### config.mk
export PLATFORM = sky130hd
export DESIGN_NAME = xnor_neuron_acc
export DESIGN_NICKNAME = d
export VERILOG_FILES = /design/src/rtl/xnor_neuron_acc.sv
export SDC_FILE = /design/constraint.sdc
export NUM_CORES = 1
export LEC_CHECK = 0
export ABC_CLOCK_PERIOD_IN_PS = 7300
export CORE_ASPECT_RATIO = 1.25
export CORE_MARGIN = 2
export CORE_UTILIZATION = 43
export CTS_CLUSTER_DIAMETER = 60
export CTS_CLUSTER_SIZE = 20
export DETAILED_ROUTE_END_ITERATION = 8
export PLACE_DENSITY_LB_ADDON = 0.08
export RECOVER_POWER = 25
export SYNTH_ARGS = -nofsm -noshare
export SYNTH_HDL_FRONTEND = slang
export SYNTH_SLANG_ARGS = --single-unit
### constraint.sdc
create_clock -name clk -period 7.3 [get_ports clk]
set_input_delay 0.73 -clock clk [delete_from_list [all_inputs] [get_ports clk]]
set_output_delay 0.73 -clock clk [all_outputs]
set_load 0.01 [all_outputs]
### src/rtl/xnor_neuron_acc.sv
// ---------------------------------------------------------------------------
// xnor_neuron_acc
//   Binary-neuron accumulator for the Binary-MLP datapath.
//   Each accepted beat computes an XNOR-popcount of in_x against in_w and
//   turns it into a signed partial sum ps = 2*popcount - WORD_W.
//   The partial sum is added into a 15-bit two's-complement accumulator using
//   the adder_15b rule (Cin=0, overflow when the operand signs agree but the
//   result sign differs).
//   After NUM_BEATS beats the pre-activation sum, the binary activation and a
//   sticky overflow flag are presented on a valid/ready output.
//
// Parameters
//   WORD_W     bits of x/w per beat (power of 2, 2..256)
//   NUM_BEATS  beats per neuron (>=1)
//
// Ports
//   clk        rising-edge clock
//   rst_n      asynchronous active-low reset
//   in_valid   beat valid
//   in_ready   beat accept (depends on state only)
//   in_x       binary activations, 1=+1 / 0=-1
//   in_w       binary weights, same encoding
//   bias       signed bias, sampled on the first beat of a neuron only
//   out_valid  result valid
//   out_ready  result accept
//   out_sum    signed accumulated sum
//   out_act    binary activation, 1 when out_sum >= 0
//   out_ovf    sticky overflow over all adds of the neuron
//
// Configuration macro
//   ACC_SATURATE_EN  defined: an overflowing add clamps to +16383 / -16384
//                    undefined: the accumulator wraps modulo 2^15
// ---------------------------------------------------------------------------
module xnor_neuron_acc #(
  parameter int WORD_W    = 32,
  parameter int NUM_BEATS = 4
) (
  input  logic              clk,
  input  logic              rst_n,
  input  logic              in_valid,
  output logic              in_ready,
  input  logic [WORD_W-1:0] in_x,
  input  logic [WORD_W-1:0] in_w,
  input  logic [14:0]       bias,
  output logic              out_valid,
  input  logic              out_ready,
  output logic [14:0]       out_sum,
  output logic              out_act,
  output logic              out_ovf
);

  localparam int                CNT_W    = $clog2(NUM_BEATS + 1);
  localparam logic [CNT_W-1:0]  LAST_CNT = CNT_W'(NUM_BEATS - 1);
  localparam logic [14:0]       SAT_POS  = 15'h3FFF;
  localparam logic [14:0]       SAT_NEG  = 15'h4000;

  typedef enum logic [1:0] {
    S_IDLE,
    S_ACC,
    S_DONE
  } state_t;

  state_t           r_state;
  logic [14:0]      r_acc;
  logic [CNT_W-1:0] r_beat_cnt;
  logic             r_ovf_acc;
  logic             r_out_valid;
  logic [14:0]      r_out_sum;
  logic             r_out_act;
  logic             r_out_ovf;

  logic [WORD_W-1:0] w_match;
  logic [14:0]       w_pop;
  logic [14:0]       w_ps;
  logic [14:0]       w_add_a;
  logic [14:0]       w_add_sum;
  logic              w_add_ovf;
  logic [14:0]       w_add_res;
  logic              w_ovf_next;
  logic              w_last;
  logic              w_beat_acc;

  // Positions where activation and weight agree contribute +1, others -1.
  assign w_match = ~(in_x ^ in_w);

  // Partial sum in 15-bit two's complement; |ps| <= 256 so it always fits,
  // which makes the modular subtraction equal to the sign-extended value.
  always_comb begin
    w_pop = '0;
    for (int unsigned i = 0; i < WORD_W; i++) begin
      w_pop = w_pop + 15'(w_match[i]);
    end
    w_ps = (w_pop << 1) - 15'(WORD_W);
  end

  // The first beat of a neuron adds into the bias instead of the accumulator.
  assign w_add_a   = (r_state == S_IDLE) ? bias : r_acc;
  assign w_add_sum = w_add_a + w_ps;
  assign w_add_ovf = (w_add_a[14] == w_ps[14]) && (w_add_sum[14] != w_add_a[14]);

`ifdef ACC_SATURATE_EN
  // Clamp toward the common sign of the operands.
  always_comb begin
    w_add_res = w_add_sum;
    if (w_add_ovf) begin
      w_add_res = w_add_a[14] ? SAT_NEG : SAT_POS;
    end
  end
`else
  assign w_add_res = w_add_sum;
`endif

  assign w_ovf_next = ((r_state == S_IDLE) ? 1'b0 : r_ovf_acc) | w_add_ovf;

  // beat_cnt is 0 in IDLE, so this single compare also covers NUM_BEATS==1.
  assign w_last     = (r_beat_cnt == LAST_CNT);
  assign w_beat_acc = in_valid && (r_state != S_DONE);

  assign in_ready  = (r_state != S_DONE);
  assign out_valid = r_out_valid;
  assign out_sum   = r_out_sum;
  assign out_act   = r_out_act;
  assign out_ovf   = r_out_ovf;

  always_ff @(posedge clk or negedge rst_n) begin
    if (!rst_n) begin
      r_state     <= S_IDLE;
      r_acc       <= '0;
      r_beat_cnt  <= '0;
      r_ovf_acc   <= 1'b0;
      r_out_valid <= 1'b0;
      r_out_sum   <= '0;
      r_out_act   <= 1'b0;
      r_out_ovf   <= 1'b0;
    end else begin
      case (r_state)
        S_IDLE, S_ACC: begin
          if (w_beat_acc) begin
            r_acc      <= w_add_res;
            r_ovf_acc  <= w_ovf_next;
            r_beat_cnt <= r_beat_cnt + 1'b1;
            if (w_last) begin
              r_state     <= S_DONE;
              r_out_valid <= 1'b1;
              r_out_sum   <= w_add_res;
              r_out_act   <= ~w_add_res[14];
              r_out_ovf   <= w_ovf_next;
            end else begin
              r_state <= S_ACC;
            end
          end
        end
        S_DONE: begin
          if (out_ready) begin
            r_out_valid <= 1'b0;
            r_acc       <= '0;
            r_beat_cnt  <= '0;
            r_ovf_acc   <= 1'b0;
            r_state     <= S_IDLE;
          end
        end
        default: begin
          r_state <= S_IDLE;
        end
      endcase
    end
  end

endmodule

==> results of run 1 <==
## placed cells by master, fill, tap and decap left out, drive strengths merged, types with 2 or more instances in the layout
| cell | n |
|---|---|
| dfrtp | 39 |
| nand2b | 2 |
| nand3 | 6 |
| a22o | 7 |
| nor2b | 8 |
| xor2 | 29 |
| clkbuf | 7 |
| nand2 | 29 |
| o21a | 2 |
| o21bai | 2 |
| a31oi | 2 |
| nor2 | 13 |
| mux2i | 6 |
| inv | 34 |
| nor3 | 3 |
| ha | 20 |
| o21ai | 33 |
| clkdlybuf4s50 | 70 |
| buf | 35 |
| fa | 25 |
| a21oi | 14 |
| mux2 | 18 |
| xnor2 | 19 |
| a211oi | 5 |
| a21o | 2 |
| dlymetal6s2s | 30 |
| and2 | 2 |
## sequential cells by signal, summed over array words and instances (netlist names)
register    cells
r_state         2
r_beat_cnt      3
out_sum        15
out_ovf         1
r_ovf_acc       1
out_act         1
out_valid       1
r_acc          15
## worst paths after layout
kind,startpoint,end,slack [ns],cells past startpoint
hold / removal,out_valid,out_valid,0.48,2
max in group asynchronous,rst_n,r_acc[10],5.08,1
min in group asynchronous,rst_n,r_acc[1],1.02,1
setup reg to reg,r_state[1],out_sum[13],3.98,14
hold reg to reg,out_valid,out_valid,0.48,2
setup / recovery,in_w[11],out_sum[11],0.41,27
## metal layers
layer / part of all wire (%) / vias to the layer above
met5: 0 / -
met4: 1.0 / 0
met3: 4.1 / 7
met2: 52 / 75
met1: 43 / 1382
li1: - / 1407
## worst max-delay path: cells and delay by family
kind / cells / cell delay, ns
muxes: 2 / 0.47
adders and majority gates: 10 / 4.25
AOI/OAI and AO/OA: 4 / 0.54
buffers and inverters: 5 / 0.34
and+or+nand+nor: 4 / 0.44
xor gates and xnor gates: 2 / 0.29
## area by class of cell
type	count	area, sq um	area share (%)
flip-flops and latches	39	976	19.2
clock inverters	2	12.5	0.246
multi-input cells	259	2430	47.8
inverters	34	128	2.51
clock buffers	6	72.6	1.43
well taps	95	119	2.34
repair buffers	136	1350	26.5
## per-stage QoR
stage,TNS [ns],std cells,setup WS [ns],hold WS (ns),area [sq um]
final,0,571,0.414,0.476,5090
after global routing,0,571,0.111,0.501,5090
after CTS,-0.0161,567,-0.00859,0.483,4820
after detailed placement,-3.86,553,-0.403,0.465,4650
after global placement,-2.37,553,-0.268,0.457,4650
after floorplan,0,341,0.286,0.434,3370
## cell families after synthesis
| family | Yosys count | share of synthesized area (%) |
|---|---|---|
| xor gates and xnor gates | 48 | 12.5 |
| and+or+nand+nor | 68 | 9.92 |
| adders and majority gates | 45 | 22.3 |
| muxes | 24 | 7.91 |
| AOI/OAI and AO/OA | 74 | 13.6 |
| buffers and inverters | 43 | 4.87 |
| DFF | 39 | 29.0 |
## timing repair
action,4_1_cts,5_1_grt
endpoints found under the hold margin,0,0
pin swaps,12,31
setup buffers,6,4
cloned,0,0
setup endpoints to repair,8,15
resized for setup,7,65
==> run_results.csv, run 1 <==
group,metric,value,unit
drt,wire_length_reported_by_the_detailed_router,7.88,mm
yosys,synth_enable_flop_cells,0,
yosys,async_reset_ff_share,100,%
global_route,global_route.usage.total,18.5,%
status,status,"complete, but fails checks",
global_route,grtUsageMet3,3.20,%
global_route,grt-busiest-layer,"met2",
layout,antenna-diode-count,0,
worst_setup_path,critPathSlowestCell,"fa_1",
yosys,synthCells,341,
floorplan,placeableCoreArea,0.00770,sq mm
floorplan,die_w,83.2,um
floorplan,initial_utilization,43.7,%
timing,clock-skew-final,0.00702,ns
worst_setup_path,critPathMaxFanout,4,
yosys,synth_warnings,0,
timing,max_clock_freq,145,MHz
clock_tree,ctsHtreeMaxLevel,2,
global_route,grt_first_pass_wirelength,12.8,mm
layout,final_net_count,603,
worst_setup_path,critPathMaxStageDelay,0.56,ns
yosys,synth.area.top_cells,"dfrtp_1 (29%), fa_1 (15%), xor2_1 (7.5%), ha_1 (7.4%), mux2_2 (5.7%)",
worst_setup_path,cp_data_arrival_time,7.07,ns
min_path,hold_path.class,"reg2reg",
yosys,synthesis.nets,469,
clock_tree,clock_tree_from_tritoncts,"done",
floorplan,die_area,0.00856,sq mm
global_route,antenna_found_initial,0,
clock_tree,root_buffer,"clkbuf_8",
timing,report.final.slew_viol_count,40,
floorplan,rows,36,
placement,port_buffers,101,
global_route,largest_net_degree_at_the_start_of_global_routing,40,
drt,dr_total_vias,2871,
clock_tree,cts.clk_slew.worst_paths,0.08,ns
worst_setup_path,worstSetupPathType,"in2reg",
timing,timing.final.setup_violations,0,
floorplan,boundary_pins,102,
worst_setup_path,critPathMostFrequentCell,"fa_1",
yosys,post-synth-top-area-cell,"dfrtp_1",
global_route,first_global_vias,2961,
yosys,synth_top_area_share,29.0,%
drt,drc,0,
timing,grt_setup_unrepaired,"false",
status,violations,"capacitance limit, slew limit",
yosys,yosys_register_bits,39,
timing,relSlewSlack,-39.0,%
timing,hold_viol_final,0,
drt,drt.antenna.violating_nets,0,
global_route,groute.layer.met2.usage,33.6,%
yosys,yosysSeqAreaShare,29.0,%
yosys,most_frequently_used_cell_type_in_the_post_synthesis_netlist,"dfrtp_1",
clock_tree,cts_made_buffers,5,
timing,final.period_utilization,94.3,%
global_route,grt-ovfl-total,0,
worst_setup_path,setup.worst_path.end_class,"flop",
timing,tightest_pin_transition,2.09,ns
worst_setup_path,timing.critical_path.from_type,"primary input",
yosys,syn_avg_cell_area,9.88,sq um
layout,utilization,66.1,%
clock_tree,ctsLongestPathBuffers,2,
layout,fillers,625,
placement,routability_cong,0.896,
drt,drt_iter0_drc,82,
flow_run,drv_cap,1,
clock_tree,cts_num_sinks,39,
layout,flow.area_growth_from_synthesis,51.1,%
timing,final_critical_path_required_period,6.89,ns
global_route,grtUsageMet1,22.4,%
worst_setup_path,crit_required,7.49,ns
drt,via_density_per_instance,5.03,
clock_tree,postCtsHoldBufs,0,
placement,hpwlAfterDp,5.99,mm
yosys,synth_common_cells,"dfrtp_1 (39), inv_1 (34), o21ai_0 (33)",
yosys,synth.lib_cells_used.distinct,42,
drt,detail_route.wl_per_cell,13.8,um
floorplan,die_y,103,um
drt,drtPass1Iterations,4,
yosys,yosys_most_used_dff,"dfrtp_1",
layout,post_route_cells_drive_above_1_share,20.0,%
yosys,syn-cell-area,0.00337,sq mm
clock_tree,clkLatencyLatePin,0.30,ns
Power of run 1 is not shown: default switching activity piles up to over one toggle a cycle in this logic, so the estimate is an artifact.
==> inputs of run 2 (changes only) <==
- CORE_ASPECT_RATIO: 1.25 -> 0.75
==> run 2 against run 1 <==
Effect of this change: the flow still finishes with violations (capacitance limit, slew limit); utilization up 1.6 points; die area hardly changed; register-to-register slack worse by 0.02 ns; clock skew shrank 0.0037 ns; clock-buffer cell count stayed put.
==> run_results.csv, run 2 (synthesized netlist as in run 1, its figures left out) <==
group,metric,value,unit
status,status,"complete, but fails checks",
status,violations,"capacitance limit, slew limit",
floorplan,rows,27,
worst_setup_path,critPathMaxFanout,8,
clock_tree,cts_num_sinks,39,
global_route,largest_net_degree_at_the_start_of_global_routing,40,
timing,timing.final.setup_violations,0,
drt,via_density_per_instance,4.91,
clock_tree,clkLatencyLatePin,0.29,ns
layout,layout.cells.most_common_list,"clkdlybuf4s50_1 (75), dfrtp_1 (39), inv_1 (33), nand2_1 (29), buf_4 (29)",
drt,detail_route.wirelength.met1,3.90,mm
layout,fillers,599,
clock_tree,cts_made_buffers,5,
min_path,hold_path.class,"reg2reg",
floorplan,die_w,106,um
worst_setup_path,critPathMaxStageDelay,0.56,ns
timing,final.period_utilization,96.6,%
floorplan,die_area,0.00856,sq mm
timing,relSlewSlack,-39.3,%
floorplan,boundary_pins,102,
worst_setup_path,timing.critical_path.from_type,"primary input",
worst_setup_path,cp_data_arrival_time,7.23,ns
drt,drt_iter0_drc,108,
timing,clock-skew-final,0.00336,ns
clock_tree,root_buffer,"clkbuf_8",
timing,max_clock_freq,142,MHz
drt,met3WireLength,451,um
layout,antenna-diode-count,0,
placement,routability_cong,0.939,
drt,wire_length_reported_by_the_detailed_router,8.30,mm
worst_setup_path,setup.worst_path.end_class,"flop",
timing,final_critical_path_required_period,7.05,ns
worst_setup_path,critPathMostFrequentCell,"fa_1",
layout,utilization,67.7,%
timing,tns,0,ns
layout,layout_commonest_cell,"clkdlybuf4s50_1",
global_route,first_global_vias,2733,
placement,hpwlAfterDp,6.31,mm
worst_setup_path,crit_required,7.48,ns
drt,highest_layer,"met4",
worst_setup_path,worstSetupPathType,"in2reg",
timing,report.final.slew_viol_count,40,
worst_setup_path,critical_path.reg2reg.startpoint,"r_state[1]",
placement,port_buffers,101,
timing,tightest_pin_transition,2.09,ns
drt,met2_wirelength,3.90,mm
placement,dp.cells,560,
global_route,grt_first_pass_wirelength,12.9,mm
worst_setup_path,critPathSlowestCell,"fa_1",
global_route,antenna_found_initial,0,
floorplan,initial_utilization,45.1,%
clock_tree,ctsLongestPathBuffers,2,
floorplan,placeableCoreArea,0.00747,sq mm
layout,final_net_count,597,
layout,flow.area_growth_from_synthesis,50.0,%
layout,post_route_cells_drive_above_1_share,18.5,%
flow_run,drv_cap,1,
clock_tree,clock_tree_from_tritoncts,"done",
layout,final_cells,571,
global_route,grt-ovfl-total,0,
floorplan,die_y,80.6,um
drt,drc,0,
drt,dr_total_vias,2805,
drt,drt.antenna.violating_nets,0,
global_route,global_route.usage.total,19.1,%
timing,hold_viol_final,0,
worst_setup_path,r2r_slack,3.96,ns
clock_tree,cts.clk_slew.worst_paths,0.08,ns
min_path,startpoint_of_the_most_critical_hold_path,"r_acc[3]",
worst_setup_path,setup.worst_path.start,"in_x[21]",
clock_tree,ctsHtreeMaxLevel,2,
drt,detail_route.wl_per_cell,14.5,um
drt,drtPass1Iterations,4,
[run 2: layout make-up]
class / count / area, sq um / area share (%)
Inverter: 34 / 128 / 2.53
Tap cell: 101 / 126 / 2.50
Clock inverter: 2 / 12.5 / 0.248
Timing Repair Buffer: 130 / 1280 / 25.4
Clock buffer: 6 / 72.6 / 1.44
Sequential cell: 39 / 976 / 19.3
Multi-Input combinational cell: 259 / 2450 / 48.6
[run 2: final timing paths]
kind | endpoint | cells past startpoint
min | r_acc[3] | 2
max reg2reg | out_sum[11] | 14
min in group asynchronous | r_acc[2] | 1
min reg2reg | r_acc[3] | 2
max | out_sum[14] | 25
max in group asynchronous | out_sum[5] | 1
[run 2: worst max-delay path: cells and delay by family]
kind | cells | cell delay, ns
compound gates | 4 | 0.93
xor+xnor | 3 | 0.43
fa+ha+maj | 9 | 3.66
buf+inv | 5 | 0.86
mux | 1 | 0.28
simple gates | 3 | 0.34
[run 2: metal layers]
metal	vias up	track usage, %
met2	74	32.6
li1	1392	-
met3	5	4.14
met1	1334	25.4
met5	-	0
met4	0	3.55
[run 2: timing repair]
action,CTS,global route
cloned,0,0
gates resized for setup,4,61
setup buffers,0,3
endpoints found under the setup margin,8,17
hold buffers,0,0
pin swaps,3,31
[run 2: stage by stage]
step	setup WS, ns	hold WS, ns	cell area [sq um]
2_1_floorplan	0.286	0.434	3370
3_3_place_gp	-0.340	0.458	4660
3_5_place_dp	-0.470	0.467	4660
4_1_cts	0.0176	0.484	4770
5_1_grt	-0.00251	0.514	5050
6_report	0.250	0.481	5050
Power of run 2 is left out for the same reason.
